==> config.mk <==
export PLATFORM = sky130hd
export DESIGN_NAME = min_offset_sub
export DESIGN_NICKNAME = d
export VERILOG_FILES = /design/src/rtl/attn_pkg.sv /design/src/rtl/clamp_sub.sv /design/src/rtl/min_offset_sub.sv
export SDC_FILE = /design/constraint.sdc
export NUM_CORES = 1
export LEC_CHECK = 0
export BUFFER_PORTS_ARGS = -buffer_cell sky130_fd_sc_hd__buf_2
export CAP_MARGIN = 20
export CORE_ASPECT_RATIO = 1.25
export CORE_UTILIZATION = 30
export CTS_BUF_LIST = sky130_fd_sc_hd__clkbuf_8
export CTS_CLUSTER_DIAMETER = 60
export DETAILED_ROUTE_END_ITERATION = 12
export MAX_ROUTING_LAYER = met4
export PLACE_DENSITY = 0.47
export SLEW_MARGIN = 10
export SYNTH_ARGS = -nofsm -noshare
export SYNTH_HDL_FRONTEND = slang
export SYNTH_SLANG_ARGS = --single-unit
==> constraint.sdc <==
create_clock -name clk -period 5.4 [get_ports clk]
set_input_delay 1.35 -clock clk [delete_from_list [all_inputs] [get_ports clk]]
set_output_delay 1.35 -clock clk [all_outputs]
set_load 0.01 [all_outputs]
==> src/rtl/attn_pkg.sv <==
// rtl/attn_pkg.sv - shared defaults, row-stage FSM encoding and index width helper
package attn_pkg;

    localparam int DATA_W_DEF = 16;
    localparam int N_DEF      = 8;

    typedef enum logic [1:0] {
        IDLE   = 2'd0,
        STREAM = 2'd1,
        FIN    = 2'd2
    } state_t;

    function automatic int idx_w(input int n);
        return (n > 1) ? $clog2(n) : 1;
    endfunction

endpackage

==> src/rtl/clamp_sub.sv <==
// rtl/clamp_sub.sv - signed W-bit subtract a-b, clamped at zero, unsigned W-bit result
module clamp_sub #(
    parameter int W = 16
) (
    input  logic [W-1:0] a,
    input  logic [W-1:0] b,
    output logic [W-1:0] y
);

    // One extra bit holds the full signed range of a-b; its MSB flags a < b.
    logic [W:0] diff;

    assign diff = {a[W-1], a} - {b[W-1], b};
    assign y    = diff[W] ? '0 : diff[W-1:0];

endmodule

==> src/rtl/min_offset_sub.sv <==
// rtl/min_offset_sub.sv - latches a row and its minimum, streams clamped offsets; ROW_SUM_EN adds row_sum
module min_offset_sub
    import attn_pkg::*;
#(
    parameter int DATA_W = DATA_W_DEF,
    parameter int N      = N_DEF
) (
    input  logic                          clk,
    input  logic                          rst_n,
    input  logic                          start,
    input  logic [N*DATA_W-1:0]           numbers,
    input  logic [DATA_W-1:0]             min_val,
    output logic                          busy,
    output logic                          out_valid,
    input  logic                          out_ready,
    output logic [DATA_W-1:0]             out_data,
    output logic [$clog2(N)-1:0]          out_idx,
    output logic                          done
`ifdef ROW_SUM_EN
    ,
    output logic [DATA_W+$clog2(N)-1:0]   row_sum
`endif
);

    localparam int IW = idx_w(N);

    state_t              state_q, state_d;
    logic [DATA_W-1:0]   row_q [N];
    logic [DATA_W-1:0]   min_q;
    logic [IW-1:0]       idx_q;
    logic [IW-1:0]       nidx;
    logic [DATA_W-1:0]   sub_a;
    logic [DATA_W-1:0]   sub_b;
    logic [DATA_W-1:0]   offset;
    logic                hs;
    logic                last;

    assign hs   = (state_q == STREAM) && out_ready;
    assign last = (idx_q == IW'(N - 1));
    assign nidx = idx_q + 1'b1;

    // In IDLE the subtractor looks at the incoming row so element 0 is ready
    // in the first STREAM cycle; afterwards it prepares the next element.
    assign sub_a = (state_q == IDLE) ? numbers[DATA_W-1:0] : row_q[nidx];
    assign sub_b = (state_q == IDLE) ? min_val : min_q;

    clamp_sub #(.W(DATA_W)) u_clamp_sub (
        .a (sub_a),
        .b (sub_b),
        .y (offset)
    );

    always_ff @(posedge clk or negedge rst_n) begin
        if (!rst_n) begin
            state_q <= IDLE;
        end else begin
            state_q <= state_d;
        end
    end

    always_comb begin
        state_d = state_q;
        case (state_q)
            IDLE:    if (start) state_d = STREAM;
            STREAM:  if (hs && last) state_d = FIN;
            FIN:     state_d = IDLE;
            default: state_d = IDLE;
        endcase
    end

    always_ff @(posedge clk or negedge rst_n) begin
        if (!rst_n) begin
            for (int i = 0; i < N; i++) row_q[i] <= '0;
            min_q    <= '0;
            idx_q    <= '0;
            out_data <= '0;
        end else begin
            case (state_q)
                IDLE: begin
                    if (start) begin
                        for (int i = 0; i < N; i++) row_q[i] <= numbers[i*DATA_W +: DATA_W];
                        min_q    <= min_val;
                        idx_q    <= '0;
                        out_data <= offset;
                    end
                end
                STREAM: begin
                    if (hs) begin
                        if (last) begin
                            idx_q    <= '0;
                            out_data <= '0;
                        end else begin
                            idx_q    <= nidx;
                            out_data <= offset;
                        end
                    end
                end
                default: ;
            endcase
        end
    end

`ifdef ROW_SUM_EN
    always_ff @(posedge clk or negedge rst_n) begin
        if (!rst_n) begin
            row_sum <= '0;
        end else if (state_q == IDLE && start) begin
            row_sum <= '0;
        end else if (hs) begin
            row_sum <= row_sum + (DATA_W+IW)'(out_data);
        end
    end
`endif

    assign busy      = (state_q != IDLE);
    assign out_valid = (state_q == STREAM);
    assign done      = (state_q == FIN);
    assign out_idx   = idx_q;

endmodule

==> flow_metrics.env, run 1 <==
export IMPL_status="finished clean"
export IMPL_cts_resized_gates=0
export IMPL_via_per_inst=4.90
export IMPL_area_delta_synth_final_pct=19.7
export IMPL_num_fill_cells=2673
export IMPL_dieArea_um2=28000
export IMPL_cp_required_ps=5810
export IMPL_placed_area_um2=9380
export IMPL_num_rows=67
export IMPL_power_internal_w=0.00433
export IMPL_synth_commonest_cells="dfrtp_1 (165), mux2_2 (146), nand2_1 (37), mux4_2 (32), mux2i_1 (31)"
export IMPL_min_path_type="register to register"
export IMPL_rsz0062_at_grt="no"
export IMPL_criticalPathCategory="register to register"
export IMPL_overflow=0
export IMPL_clk_latency_ps=480
export IMPL_fin_area_um2=9800
export IMPL_endpoint_kind="register"
export IMPL_syn_avg_cell_area_um2=13.8
export IMPL_synth_flop_cell="dfrtp_1"
export IMPL_layout_drive_gt1_share_pct=51.8
export IMPL_cap_violations=0
export IMPL_setup_violations=0
export IMPL_drc_errors=0
export IMPL_ys_async_sr_fraction_pct=100
export IMPL_initial_utilization_pct=30.5
export IMPL_leakagePower_nw=4.38
export IMPL_ys_ff_latch=165
export IMPL_synth_most_common_cell="dfrtp_1"
export IMPL_cts_tree="yes"
export IMPL_swShare_pct=40.9
export IMPL_synth_xor_area_share_pct=0.749
export IMPL_vias=5495
export IMPL_synth_warning_count=0
export IMPL_layout_min_cycle_time_ps=4050
export IMPL_grt_pass1_wl_mm=34.2
export IMPL_ir_drop_uv=267
export IMPL_power_w=0.00734
export IMPL_hold_viol_final=0
export IMPL_cts_buffers=17
export IMPL_cts_max_level=4
export IMPL_synth_mux_area_share_pct=32.7
export IMPL_routed_wl_mm=21.7
export IMPL_worst_pin_slew_ps=1090
export IMPL_die_x_um=150
export IMPL_fin_tns_setup_ps=0
export IMPL_pwr_share_clk_pct=12.7
export IMPL_cts_root_buf="clkbuf_8"
export IMPL_critical_path_peak_fanout=24
export IMPL_globalRouteTotalUtil_pct=17.0
export IMPL_gp_congestion=0.835
export IMPL_dr_pass1_iters=4
export IMPL_nets=924
export IMPL_ys_types=52
export IMPL_syn_area_um2=8190
export IMPL_fin_util_pct=36.5
export IMPL_grt_start_max_net_pins=104
export IMPL_critPathLaunchType="register"
export IMPL_io_buffers=169
export IMPL_cts_sinks=165
export IMPL_finalClockSkew_ps=13.9
export IMPL_io_pins=170
export IMPL_max_freq_ghz=0.247
export IMPL_synth_top_area_share_pct=50.4
export IMPL_multiInputGateArea_um2=3870
export IMPL_core_um2=26800
export IMPL_synthSimpleGateAreaFrac_pct=4.05
export IMPL_synth_edf_count=0
export IMPL_ys_seq_area_share_pct=50.4
export IMPL_synth_fp_nets=760
export IMPL_synth_top_family_by_area="multiplexers"
export IMPL_path_clk_slew_ps=90
export IMPL_grt_pass1_vias=5959
export IMPL_antenna_left=0
export IMPL_antenna_found_initial=6
export IMPL_max_clock_path_buffers=2
export IMPL_switching_power_w=0.00300
export IMPL_seq_area_um2=4130
export IMPL_cp_data_arrival_time_ps=4460
export IMPL_combPwrFrac_pct=57.6
export IMPL_post_cts_buffers=0
export IMPL_synth_compound_area_share_pct=6.66
export IMPL_maxSlewViolCount=0
export IMPL_hpwlAfterDp_mm=16.2
export IMPL_holdBufCountCts=0
export IMPL_synth_area_leaders="dfrtp_1 (50%), mux2_2 (20%), mux4_2 (8.8%), mux2i_1 (3.8%), ha_1 (2.8%)"
export IMPL_yosysTopAreaCell="dfrtp_1"
export IMPL_synth_cells=593
export IMPL_die_h_um=187
export IMPL_relSlewSlack_pct=27.4
export IMPL_synthAdderAreaFrac_pct=3.00
export IMPL_p_per_area_nw_per_um2=749
export IMPL_dr_first_iter_drc_count=221
export IMPL_power_frac_seq_pct=29.7
export IMPL_post_drt_wl_per_cell_um=19.3
export IMPL_timing_final_crit_share_pct=74.9
path summary, 6_finish.rpt:
check	start	end	slack, ps	depth (start not counted)
min reg2reg	out_data[9]	out_data[9]	490	2
min	out_data[9]	out_data[9]	490	2
max	out_idx[1]	out_data[8]	1350	12
max in group asynchronous	rst_n	row_q[12]	3340	2
max reg2reg	out_idx[1]	out_data[8]	1350	12
min in group asynchronous	rst_n	min_q[2]	980	1
flip-flops by register name, summed over array words and instances (netlist names):
name	flops
row_q	128
min_q	16
out_data	16
out_idx	3
state_q	2
power by group through the flow:
stage          Combinational [W]  Sequential [W]  Clock (W)
3_5_place_dp             0.00428         0.00221          0
5_1_grt                  0.00469         0.00226    0.00103
2_1_floorplan            0.00319         0.00210          0
6_report                 0.00423         0.00218   0.000931
4_1_cts                  0.00430         0.00218   0.000977
3_3_place_gp             0.00427         0.00217          0
worst max-delay path: stages, from the launching register on:
cell and delay, ps:
dfrtp_1 410, ha_2 790, buf_4 330, mux4_2 350, mux2i_1 160, o21ai_0 120
ha_1 410, and2_1 220, nor2b_1 200, o2111ai_1 150, a211oi_2 320, or2_1 320
a32o_1 210
cell usage in the layout, fill, tap and decap left out, types with 4 or more instances in the layout:
cell type,synthesis,layout
ha_1,18,17
buf_2,16,168
a21oi_1,13,13
inv_6,0,6
dfrtp_1,165,164
clkinv_4,0,4
mux2_2,146,146
o21a_1,4,4
mux4_2,32,32
nor2_1,8,8
clkbuf_8,0,17
o211ai_1,4,4
buf_4,6,10
xor2_1,4,4
nand2b_1,5,5
a32o_1,5,5
diode_2,0,6
a21o_1,6,6
o21ai_0,30,30
nand2_1,37,37
inv_1,6,6
mux2i_1,31,31
or3_1,4,4
through the flow:
stage	worst slack (ps)	std cells	hold WS, ps
final	1350	1121	487
after global routing	1050	1121	525
after CTS	1300	1115	494
after detailed placement	1330	1083	472
after global placement	1290	1083	474
after floorplan	1860	593	475
routing by layer:
metal,share of wire (%),vias to the layer above,GRT usage (%)
li1,-,2534,-
met1,43,2812,20.9
met2,51,130,27.3
met3,5.3,19,3.81
met4,1.5,0,6.02
met5,0,-,-
layout make-up:
| cell class | instances | share of cell area, % |
|---|---|---|
| multi-input cells | 387 | 39.5 |
| repair buffers | 179 | 9.46 |
| diodes | 6 | 0.153 |
| clock inverters | 15 | 1.72 |
| flip-flops and latches | 165 | 42.1 |
| clock buffers | 17 | 2.39 |
| inverters | 7 | 0.268 |
| well taps | 345 | 4.40 |
logic make-up (layout without fill, tap and decap cells):
family	count (synthesis)	in the layout
other cells	0	6
flops	165	165
xor+xnor	7	7
mux	209	209
compound gates	82	82
simple gates	70	70
buf+inv	41	218
fa+ha+maj	19	19
No activity file was read; power rests on OpenSTA's default activity.
==> run 2, diff against run 1 <==
--- a/config.mk
+++ b/config.mk
@@ -13,7 +13,7 @@
 export CTS_CLUSTER_DIAMETER = 60
 export DETAILED_ROUTE_END_ITERATION = 12
 export MAX_ROUTING_LAYER = met4
-export PLACE_DENSITY = 0.47
+export PLACE_DENSITY = 0.49
 export SLEW_MARGIN = 10
 export SYNTH_ARGS = -nofsm -noshare
 export SYNTH_HDL_FRONTEND = slang
==> constraint.sdc (replaced) <==
create_clock -name clk -period 3.6 [get_ports clk]
set_input_delay 0.9 -clock clk [delete_from_list [all_inputs] [get_ports clk]]
set_output_delay 0.9 -clock clk [all_outputs]
set_load 0.01 [all_outputs]
==> run 2 against run 1 <==
  * Register-to-register slack worse by 1200 ps
  * Critical endpoint is now out_data[14]
  * Sequential power is 50% higher
  * Die area stayed put
  * First-iteration DRC count is 7.2% lower
  * Clock power is 46% higher
  * Largest cell class unchanged
==> flow_metrics.env, run 2 (same netlist as run 1, synthesis figures left out) <==
export IMPL_status="finished clean"
export IMPL_finalClockSkew_ps=14.1
export IMPL_gp_congestion=0.889
export IMPL_path_clk_slew_ps=100
export IMPL_r2r_start="out_idx[0]"
export IMPL_fin_area_um2=10300
export IMPL_cp_cell_sequence="ha_4 -> ha_2 -> buf_4 -> mux2i_1 -> o21a_1 -> buf_4 -> fa_1 -> nand2b_1 -> buf_4 -> a21o_1 -> a21oi_1 -> a311oi_1 -> xnor2_1 -> a22o_1"
export IMPL_dr_first_iter_drc_count=205
export IMPL_post_drt_wl_per_cell_um=18.2
export IMPL_largest_reg_flops=128
export IMPL_ir_drop_uv=458
export IMPL_max_clock_path_buffers=2
export IMPL_hpwlAfterDp_mm=15.7
export IMPL_regMostFlops="row_q"
export IMPL_met3_length_um=802
export IMPL_post_place_ws_ps=-121
export IMPL_setup_violations=0
export IMPL_core_um2=26800
export IMPL_via_per_inst=4.74
export IMPL_dr_pass1_iters=4
export IMPL_cap_violations=0
export IMPL_max_freq_ghz=0.291
export IMPL_leakagePower_nw=4.65
export IMPL_criticalPathCategory="register to register"
export IMPL_cts_max_level=4
export IMPL_grt_start_max_net_pins=92
export IMPL_met2_length_mm=10.1
export IMPL_globalRouteTotalUtil_pct=16.5
export IMPL_vias=5527
export IMPL_clk_latency_ps=470
export IMPL_cts_buffers=17
export IMPL_fin_tns_setup_ps=0
export IMPL_critPathLaunchType="register"
export IMPL_grt_pass1_vias=5935
export IMPL_antenna_left=0
export IMPL_hold_viol_final=0
export IMPL_io_buffers=169
export IMPL_relSlewSlack_pct=51.1
export IMPL_top_regs="row_q (128), min_q (16), out_data (16)"
export IMPL_cp_required_ps=3960
export IMPL_max_stage_delay_ps=450
export IMPL_nets=974
export IMPL_antenna_found_initial=1
export IMPL_dp_cells=1125
export IMPL_drc_errors=0
export IMPL_critical_path_peak_fanout=4
export IMPL_final_cell_mix="buf_2 (168), dfrtp_1 (164), mux2_2 (146)"
export IMPL_drt_met1_wl_mm=9.90
export IMPL_cp_data_arrival_time_ps=3800
export IMPL_initial_utilization_pct=30.5
export IMPL_r2r_slack_ps=160
export IMPL_overflow=0
export IMPL_fin_ws_ps=159
export IMPL_final_common_cell="buf_2"
export IMPL_dieArea_um2=28000
export IMPL_num_rows=67
export IMPL_slowest_stage="dfrtp_2"
export IMPL_fin_cells=1166
export IMPL_r2r_end="out_data[14]"
export IMPL_p_per_area_nw_per_um2=1180
export IMPL_cts_root_buf="clkbuf_8"
export IMPL_grt_pass1_wl_mm=33.6
export IMPL_holdBufCountCts=0
export IMPL_topRoutingLayerUsed="met4"
export IMPL_min_path_type="input pin to asynchronous set/reset pin"
export IMPL_routed_wl_mm=21.2
export IMPL_io_pins=170
export IMPL_fin_util_pct=38.4
export IMPL_timing_final_crit_share_pct=95.6
export IMPL_cts_sinks=165
export IMPL_layout_drive_gt1_share_pct=55.5
export IMPL_cts_tree="yes"
export IMPL_maxSlewViolCount=0
export IMPL_layout_min_cycle_time_ps=3440
export IMPL_cp_common_cell="buf_4"
export IMPL_die_x_um=150
export IMPL_endpoint_kind="register"
export IMPL_worst_pin_slew_ps=734
export IMPL_die_h_um=187
export IMPL_r2r_cells=14
export IMPL_placed_area_um2=9750
export IMPL_area_delta_synth_final_pct=25.8
==> run 2: changes by cell type in the layout (fill, tap and decap cells not counted), sizes merged <==
cell and delta:
buf +50, clkinv -5, diode -5, inv +3
clkinvlp +2, bufinv -1, clkbuf +1
==> run 2: power by group <==
group          switching, W  internal [W]
logic               0.00343       0.00411
clock network      0.000773      0.000589
registers          0.000484       0.00279
==> run 2: critical path: cells and delay by family (launching register included) <==
family                     cells  cell delay [ps]
AOI/OAI and AO/OA              5             1010
xor gates and xnor gates       1              160
adders and majority gates      3              970
buffers and inverters          3              460
DFF                            1              450
muxes                          1               80
and+or+nand+nor                1              190
==> run 2: stage by stage <==
stage	hold WS (ps)	total power (W)
final	476	0.0122
after global routing	493	0.0132
after CTS	481	0.0120
after detailed placement	480	0.0106
after global placement	478	0.0105
after floorplan	475	0.00795
==> run 2: cell type report <==
type,instances,area [µm²]
tap,345,432
timing repair buffer,229,1410
sequential,165,4130
clock inverter,14,141
antenna,1,2.50
inverter,7,26.3
multi-input combinational,387,3910
fill,2632,16500
clock buffer,18,248
==> run 2: worst max-delay path by stage <==
| stage | start | to | cells past startpoint |
|---|---|---|---|
| CTS | out_idx[0] | out_data[5] | 12 |
| floorplan | out_idx[0] | out_data[13] | 13 |
| detailed placement | out_idx[0] | out_data[8] | 12 |
| finish | out_idx[0] | out_data[14] | 14 |
| global placement | out_idx[0] | out_data[2] | 12 |
| global route | out_idx[0] | out_data[5] | 13 |
==> run 2: what timing repair did <==
action                     4_1_cts  5_1_grt
hold endpoints to repair         0        0
gates cloned                     0        0
setup endpoints to repair       16       16
buffers inserted                 0        8
gates resized for setup          3       16
pin swaps                        0        7
==> run 2: routing by layer <==
| metal | vias to the layer above | GRT usage [%] |
|---|---|---|
| li1 | 2633 | - |
| met3 | 16 | 3.08 |
| met5 | - | - |
| met4 | 0 | 5.13 |
| met2 | 133 | 25.6 |
| met1 | 2745 | 21.7 |
